<file path="src/rtl/boot_pkg.sv">
// boot_pkg: constants and the FSM state type shared by the UART boot loader.
//   BOOT_MAGIC      - first byte of every boot frame
//   CLK_DIV_DEFAULT - clocks per UART bit at 50 MHz / 115200 baud
//   boot_state_t    - frame-parser FSM states
package boot_pkg;

  localparam logic [7:0] BOOT_MAGIC      = 8'hA5;
  localparam int         CLK_DIV_DEFAULT = 434;

  typedef enum logic [2:0] {
    IDLE,
    LEN_LO,
    LEN_HI,
    DATA,
    WRITE,
    CSUM,
    DONE,
    ERROR
  } boot_state_t;

endpackage

</file>
<file path="src/rtl/uart_rx_byte.sv">
// uart_rx_byte: 8N1 UART receiver (2-flop synchroniser, bit timer, shifter).
// Ports:
//   clk, resetn   system clock, async active-low reset
//   rx            async serial line, idle high
//   rx_valid      1-cycle pulse, rx_byte holds the received byte
//   rx_byte[7:0]  last good byte (LSB received first)
//   rx_ferr       1-cycle pulse when the stop bit is sampled low; byte discarded
module uart_rx_byte
  import boot_pkg::*;
#(
  parameter int CLK_DIV = CLK_DIV_DEFAULT
) (
  input  logic       clk,
  input  logic       resetn,
  input  logic       rx,
  output logic       rx_valid,
  output logic [7:0] rx_byte,
  output logic       rx_ferr
);

  typedef enum logic [1:0] {RX_IDLE, RX_START, RX_BITS, RX_STOP} rx_state_t;

  localparam logic [15:0] HALF = 16'(CLK_DIV / 2 - 1);
  localparam logic [15:0] FULL = 16'(CLK_DIV - 1);

  rx_state_t   st;
  logic [1:0]  sync;
  logic        rx_q;
  logic [15:0] cnt;
  logic [2:0]  bitn;
  logic [7:0]  shreg;
  logic        rx_s;

  assign rx_s = sync[1];

  always_ff @(posedge clk or negedge resetn) begin
    if (!resetn) begin
      // Synchroniser resets to the idle level so release is not seen as a start edge.
      sync     <= 2'b11;
      rx_q     <= 1'b1;
      st       <= RX_IDLE;
      cnt      <= '0;
      bitn     <= '0;
      shreg    <= '0;
      rx_valid <= 1'b0;
      rx_byte  <= '0;
      rx_ferr  <= 1'b0;
    end else begin
      sync     <= {sync[0], rx};
      rx_q     <= rx_s;
      rx_valid <= 1'b0;
      rx_ferr  <= 1'b0;
      case (st)
        // Edge detect (not level) so a line stuck low after a framing error
        // cannot retrigger until it has returned high.
        RX_IDLE: if (rx_q && !rx_s) begin
          st  <= RX_START;
          cnt <= '0;
        end
        RX_START: if (cnt == HALF) begin
          cnt  <= '0;
          bitn <= '0;
          st   <= rx_s ? RX_IDLE : RX_BITS;  // glitch rejection
        end else cnt <= cnt + 16'd1;
        RX_BITS: if (cnt == FULL) begin
          cnt   <= '0;
          shreg <= {rx_s, shreg[7:1]};
          bitn  <= bitn + 3'd1;
          if (bitn == 3'd7) st <= RX_STOP;
        end else cnt <= cnt + 16'd1;
        RX_STOP: if (cnt == FULL) begin
          cnt <= '0;
          st  <= RX_IDLE;
          if (rx_s) begin
            rx_valid <= 1'b1;
            rx_byte  <= shreg;
          end else begin
            rx_ferr <= 1'b1;
          end
        end else cnt <= cnt + 16'd1;
        default: st <= RX_IDLE;
      endcase
    end
  end

endmodule

</file>
<file path="src/rtl/uart_boot_loader.sv">
// uart_boot_loader: receives a framed firmware image over UART, writes it into
// the 512x32 SRAM and releases the CPU reset once the checksum matches.
// Frame: A5, LEN_LO, LEN_HI, LEN x 4 little-endian data bytes, 8-bit sum of data.
// Optional build macro BOOT_TIMEOUT_EN: if no magic byte ever arrives within
// TIMEOUT_CYCLES of reset, boot the preloaded image anyway.
// Ports:
//   clk, resetn          system clock, async active-low reset
//   uart_rx              async serial input, 8N1, idle high
//   mem_wen[3:0]         SRAM byte enables, 4'hF for exactly one cycle per word
//   mem_addr[ADDR_W-1:0] SRAM word address (held between writes)
//   mem_wdata[31:0]      SRAM write data (held between writes)
//   cpu_resetn           0 holds the CPU in reset
//   boot_busy            high from magic byte until DONE/ERROR
//   boot_err             sticky frame failure, cleared by the next magic byte
module uart_boot_loader
  import boot_pkg::*;
#(
  parameter int CLK_DIV = CLK_DIV_DEFAULT,
  parameter int WORDS   = 512,
  parameter int ADDR_W  = 9
`ifdef BOOT_TIMEOUT_EN
  , parameter int unsigned TIMEOUT_CYCLES = 50000000
`endif
) (
  input  logic              clk,
  input  logic              resetn,
  input  logic              uart_rx,
  output logic [3:0]        mem_wen,
  output logic [ADDR_W-1:0] mem_addr,
  output logic [31:0]       mem_wdata,
  output logic              cpu_resetn,
  output logic              boot_busy,
  output logic              boot_err
);

  // One extra bit so the index can reach LEN == WORDS.
  localparam int          CW      = ADDR_W + 1;
  localparam logic [15:0] WORDS16 = 16'(WORDS);

  boot_state_t state;
  logic        rx_valid, rx_ferr;
  logic [7:0]  rx_byte;
  logic [7:0]  len_lo, sum;
  logic [CW-1:0] len, idx, idx_nxt;
  logic [1:0]  bi;
  logic [31:0] wbuf, word_nxt;
  logic [15:0] len_full;
  logic        in_frame;

`ifdef BOOT_TIMEOUT_EN
  logic [31:0] to_cnt;
  logic        magic_seen;
`endif

  uart_rx_byte #(.CLK_DIV(CLK_DIV)) u_rx (
    .clk      (clk),
    .resetn   (resetn),
    .rx       (uart_rx),
    .rx_valid (rx_valid),
    .rx_byte  (rx_byte),
    .rx_ferr  (rx_ferr)
  );

  always_comb begin
    word_nxt              = wbuf;
    word_nxt[8*bi +: 8]   = rx_byte;
  end

  assign len_full = {rx_byte, len_lo};
  assign idx_nxt  = idx + 1'b1;
  assign in_frame = (state == LEN_LO) || (state == LEN_HI) || (state == DATA) ||
                    (state == WRITE)  || (state == CSUM);

  always_ff @(posedge clk or negedge resetn) begin
    if (!resetn) begin
      state      <= IDLE;
      mem_wen    <= '0;
      mem_addr   <= '0;
      mem_wdata  <= '0;
      cpu_resetn <= 1'b0;
      boot_busy  <= 1'b0;
      boot_err   <= 1'b0;
      len_lo     <= '0;
      len        <= '0;
      idx        <= '0;
      bi         <= '0;
      sum        <= '0;
      wbuf       <= '0;
`ifdef BOOT_TIMEOUT_EN
      to_cnt     <= '0;
      magic_seen <= 1'b0;
`endif
    end else begin
      mem_wen <= '0;
      case (state)
        // ERROR is a resting state that accepts a new frame just like IDLE.
        IDLE, ERROR: begin
          if (rx_valid && rx_byte == BOOT_MAGIC) begin
            state     <= LEN_LO;
            boot_err  <= 1'b0;
            boot_busy <= 1'b1;
`ifdef BOOT_TIMEOUT_EN
            magic_seen <= 1'b1;
`endif
          end
`ifdef BOOT_TIMEOUT_EN
          else if (state == IDLE && !magic_seen) begin
            if (to_cnt == 32'(TIMEOUT_CYCLES - 1)) begin
              state      <= DONE;
              cpu_resetn <= 1'b1;
            end else begin
              to_cnt <= to_cnt + 32'd1;
            end
          end
`endif
        end
        LEN_LO: if (rx_valid) begin
          len_lo <= rx_byte;
          state  <= LEN_HI;
        end
        LEN_HI: if (rx_valid) begin
          sum <= '0;
          idx <= '0;
          bi  <= '0;
          len <= len_full[CW-1:0];  // only kept when bounded by WORDS
          if (len_full > WORDS16) begin
            state     <= ERROR;
            boot_err  <= 1'b1;
            boot_busy <= 1'b0;
          end else if (len_full == 16'd0) begin
            state <= CSUM;
          end else begin
            state <= DATA;
          end
        end
        DATA: if (rx_valid) begin
          wbuf <= word_nxt;
          sum  <= sum + rx_byte;
          bi   <= bi + 2'd1;
          if (bi == 2'd3) begin
            state     <= WRITE;
            mem_wen   <= 4'hF;
            mem_addr  <= idx[ADDR_W-1:0];
            mem_wdata <= word_nxt;
          end
        end
        WRITE: begin
          idx   <= idx_nxt;
          state <= (idx_nxt == len) ? CSUM : DATA;
        end
        CSUM: if (rx_valid) begin
          boot_busy <= 1'b0;
          if (rx_byte == sum) begin
            state      <= DONE;
            cpu_resetn <= 1'b1;
          end else begin
            state    <= ERROR;
            boot_err <= 1'b1;
          end
        end
        DONE: ;
        default: state <= IDLE;
      endcase

      // A framing error anywhere inside a frame aborts it; overrides the case above.
      if (rx_ferr && in_frame) begin
        state     <= ERROR;
        boot_err  <= 1'b1;
        boot_busy <= 1'b0;
      end
    end
  end

endmodule

</file>
<file path="config.mk">
export PLATFORM = sky130hd
export DESIGN_NAME = uart_boot_loader
export DESIGN_NICKNAME = d
export VERILOG_FILES = /design/src/rtl/boot_pkg.sv /design/src/rtl/uart_rx_byte.sv /design/src/rtl/uart_boot_loader.sv
export SDC_FILE = /design/constraint.sdc
export NUM_CORES = 1
export LEC_CHECK = 0
export ABC_AREA = 1
export CORE_ASPECT_RATIO = 0.7
export CORE_UTILIZATION = 40
export DETAILED_ROUTE_END_ITERATION = 7
export GPL_TIMING_DRIVEN = 0
export SYNTH_ARGS = -nofsm -noshare
export SYNTH_HDL_FRONTEND = slang
export SYNTH_SLANG_ARGS = --single-unit
</file>
<file path="constraint.sdc">
create_clock -name clk -period 2.75 [get_ports clk]
set_input_delay 0.6875 -clock clk [delete_from_list [all_inputs] [get_ports clk]]
set_output_delay 0.6875 -clock clk [all_outputs]
set_load 0.005 [all_outputs]
</file>
==> metrics.log <==
[metrics] power after layout: 5.32 mW
[metrics] WL final: 18200 um
[metrics] post-CTS setup buffers: 0
[metrics] Internal Dissipation: 3.84 mW
[metrics] remaining antenna violation count after routing: 0
[metrics] arrival time at the worst endpoint: 2830 ps
[metrics] proportion of synthesized flip-flops having asynchronous set or reset: 100%
[metrics] sort of element at the end of the critical path: register
[metrics] gpl congestion: 0.848
[metrics] final cycle utilization of the critical path: 91.6%
[metrics] Net Count, Synth: around 930
[metrics] Yosys warning count: 0
[metrics] FILL cells: 1855
[metrics] Post-Synthesis Mean Instance Area: 8.87 sq um
[metrics] share of power burned in the clock network: 43.7%
[metrics] CTS Hold Bufs: 0
[metrics] most area-hungry cell type in the Yosys netlist: sky130_fd_sc_hd__dfrtp_1
[metrics] setup repair after global routing missed its margin: false
[metrics] combined area of all synthesized cells: 0.00801 sq mm
[metrics] cell types with the highest counts after synthesis: 182 x sky130_fd_sc_hd__nand2_1, 157 x sky130_fd_sc_hd__dfrtp_1, 108 x sky130_fd_sc_hd__inv_1, 95 x sky130_fd_sc_hd__o21ai_0, 57 x sky130_fd_sc_hd__nor2_1
[metrics] Register-to-Register Path Depth: 8
[metrics] total clock sinks: 160
[metrics] hold violation count in the final report: 0
[metrics] number of synthesized flops with an enable pin: 0
[metrics] leakage component of the power: 4.35 nW
[metrics] crit path capture: mem_wdata[29]
[metrics] highest ir drop seen on vdd: 0.492 mV
[metrics] count of distinct cell types in the synthesized netlist: 47
[metrics] combinational cell fraction of total power: 10.6%
[metrics] die footprint: 0.0206 sq mm
[metrics] buffer depth of the longest clock path: 2
[metrics] vias per cell: 5.04
[metrics] Synth Instances: 903
[metrics] DIE HEIGHT: 120 um
[metrics] area occupied by multi-input gates: approximately 0.0034 sq mm
[metrics] slew at the pin with the worst max-slew slack: 748 ps
[metrics] I/O pin cnt: 51
[metrics] global-route wire length before repair: roughly 31000 um
[metrics] CP Max Fanout: 10
[metrics] power per standard cell area: 563 mW/mm^2
[metrics] detailed-route DRC error count: 0
[metrics] vias after detailed routing: roughly 6300
[metrics] final antenna diode count: 0
[metrics] standard cell core area: 0.0192 sq mm
[metrics] 1st-pass router iterations: 5
[metrics] sequential share of the synthesized area: 50.0%
[metrics] max-capacitance violation count: 0
[metrics] GRT Resource Usage Total: 19.1%
[metrics] status: complete, no violations
[metrics] worst skew pair latency: 420 ps
[metrics] cells resized by post-CTS repair: 0
[metrics] WS Path Type: reg2reg
[metrics] fmax: between 0.3 and 0.4 GHz
[metrics] cell types with the largest area share after synthesis: sky130_fd_sc_hd__dfrtp_1 49%, sky130_fd_sc_hd__nand2_1 8.5%, sky130_fd_sc_hd__o21ai_0 5.9%, sky130_fd_sc_hd__inv_1 5.1%, sky130_fd_sc_hd__mux2_2 4.8%
[metrics] Flop pwr share: 45.7%
[metrics] pin count of the biggest net entering global routing: about 120
[metrics] clock skew after layout: 8.98 ps
[metrics] Slew Limit Headroom: 49.6%
[metrics] TritonCTS clock tree: yes
[metrics] most frequent cell after synthesis: sky130_fd_sc_hd__nand2_1
[metrics] startpoint kind of the worst setup timing path: register
[metrics] HPWL after DPL: 13000 um
[metrics] effective utilization at floorplan: between 40% and 50%
[metrics] final count of pins violating max slew: 0
[metrics] area grow syn2layout: 18.0%
[metrics] setup slack of the most critical reg-to-reg path: between 200 and 250 ps
[metrics] leftover overflow at the end of global routing: 0
[metrics] cell at the root of the clock tree: sky130_fd_sc_hd__clkbuf_16
[metrics] startpoint of the most critical register-to-register path: bi[0]
[metrics] wire length per cell: around 15 um
[metrics] Row Count: 42
[metrics] most instantiated flip-flop cell in the synthesis netlist: sky130_fd_sc_hd__dfrtp_1
[metrics] switching component of the power: 1.48 mW
[metrics] Worst Setup Slack post-DPL: 316 ps
[metrics] required time worst endpoint: between 3000 and 4000 ps
[metrics] horizontal die dimension: 171 um
[metrics] IO Port Bufs: 50
[metrics] Critical R2R Capture: mem_wdata[29]
[metrics] flops & latches, synth: 160
[metrics] worst hold margin: 137 ps
[metrics] fraction of power spent switching nets: approximately 28%
[metrics] initial antenna violation count: 0
[metrics] count of placed standard cells in the final layout, fillers left out: 1250
[metrics] total number of H-tree levels: 4
[metrics] area share of the largest cell type after synthesis: 49.0%
[metrics] vias in the first global route: 5924
[metrics] total CTS buffers: 17
[metrics] fin nets: 1001
[metrics] origin of the worst setup path: bi[0]
[metrics] post-route minimum period: between 2000 and 3000 ps
[metrics] count of final setup violators: 0
[metrics] post-route setup slack: 232 ps
[metrics] post-CTS clock slew at the launch and capture registers of the worst setup and hold paths: 70 ps
[metrics] total instance count after detailed placement: 1218
[metrics] Final Util: 49.1%
[metrics] initial DRC count: 524
[metrics] proportion of layout cells with a drive suffix above 1: around 14%
[metrics] classification of the worst-slack hold path: in2async
[metrics] Seq. cell area: between 0.004 and 0.005 sq mm
==> state kept, by name, summed over array words and instances, names as in the netlist, 2 cells and up, named ones only <==
name and cells:
idx 10, u_rx.cnt 16, wbuf 32, u_rx.shreg 8, bi 2, u_rx.sync 2, len_lo 8, u_rx.bitn 3
mem_addr 9, mem_wdata 32, u_rx.rx_byte 8, state 3, len 10, sum 8
==> how the worst min path moves through the flow <==
stage / start / to / slack [ps]
6_report: resetn / u_rx.cnt[15] / 140
5_1_grt: resetn / u_rx.cnt[15] / 150
4_1_cts: resetn / u_rx.cnt[15] / 140
3_5_place_dp: u_rx.sync[0] / u_rx.sync[1] / 350
3_3_place_gp: u_rx.sync[0] / u_rx.sync[1] / 350
2_1_floorplan: u_rx.sync[0] / u_rx.sync[1] / 350
==> power groups by stage <==
stage | combinational [mW] | sequential (mW) | clock, mW
floorplan | 0.387 | 2.47 | 0
global placement | 0.563 | 2.47 | 0
detailed placement | 0.569 | 2.47 | 0
CTS | 0.570 | 2.43 | 2.37
global route | 0.653 | 2.44 | 2.47
finish | 0.565 | 2.43 | 2.33
==> per-stage QoR <==
stage	setup TNS, ps	instance area [sq um]
after global placement	-919220	8840
after detailed placement	0	8880
final	0	9450
after CTS	0	9450
after global routing	0	9450
after floorplan	0	8010
==> cell usage in the layout, fill, tap and decap left out, drive strengths merged, types with 2 or more instances in the layout <==
cell type / count
mux2: 34
nand3: 52
o21ai: 113
a211oi: 4
buf: 25
dfrtp: 157
nand2: 188
xor2: 9
clkinv: 6
o211ai: 2
dfstp: 3
clkdlybuf4s50: 49
o22ai: 22
nor2: 66
a21boi: 2
clkinvlp: 3
o21bai: 3
inv: 123
ha: 24
a32o: 2
nor4: 4
a21oi: 21
nor3: 12
clkbuf: 26
nand4: 23
xnor2: 3
o31ai: 2
==> worst max-delay path: stages (launching register included) <==
cell and delay [ps]:
sky130_fd_sc_hd__dfrtp_1 430, sky130_fd_sc_hd__clkbuf_1 240, sky130_fd_sc_hd__inv_1 200, sky130_fd_sc_hd__ha_1 160, sky130_fd_sc_hd__buf_2 200, sky130_fd_sc_hd__clkinv_1 270, sky130_fd_sc_hd__nand3_1 410, sky130_fd_sc_hd__o22ai_1 190
sky130_fd_sc_hd__mux2_2 300
==> cell type report <==
type / count / area share, %
Inverter: 118 / 4.69
Multi-Input combinational cell: 593 / 35.7
Clock buffer: 17 / 4.50
Sequential cell: 160 / 42.4
Buffer: 32 / 2.00
Clock inverter: 15 / 1.60
Tap cell: 264 / 3.49
Timing Repair Buffer: 51 / 5.64
==> cell families after synthesis <==
kind of cell | synth area share [%]
flip-flops | 50.0
AND/OR/NAND/NOR | 19.6
XOR/XNOR | 1.31
adder cells (fa/ha/maj) | 4.00
buffers and inverters | 7.89
multiplexers | 4.78
AO/OA/AOI/OAI | 12.4
==> per-layer routing <==
metal,routed length [um],global-route usage [%],up-vias
met4,156,5.13,0
li1,-,-,3145
met3,1040,3.60,13
met5,0,0,-
met1,9990,31.5,2990
met2,7020,24.6,148
No activity file was read; power rests on OpenSTA's default activity.
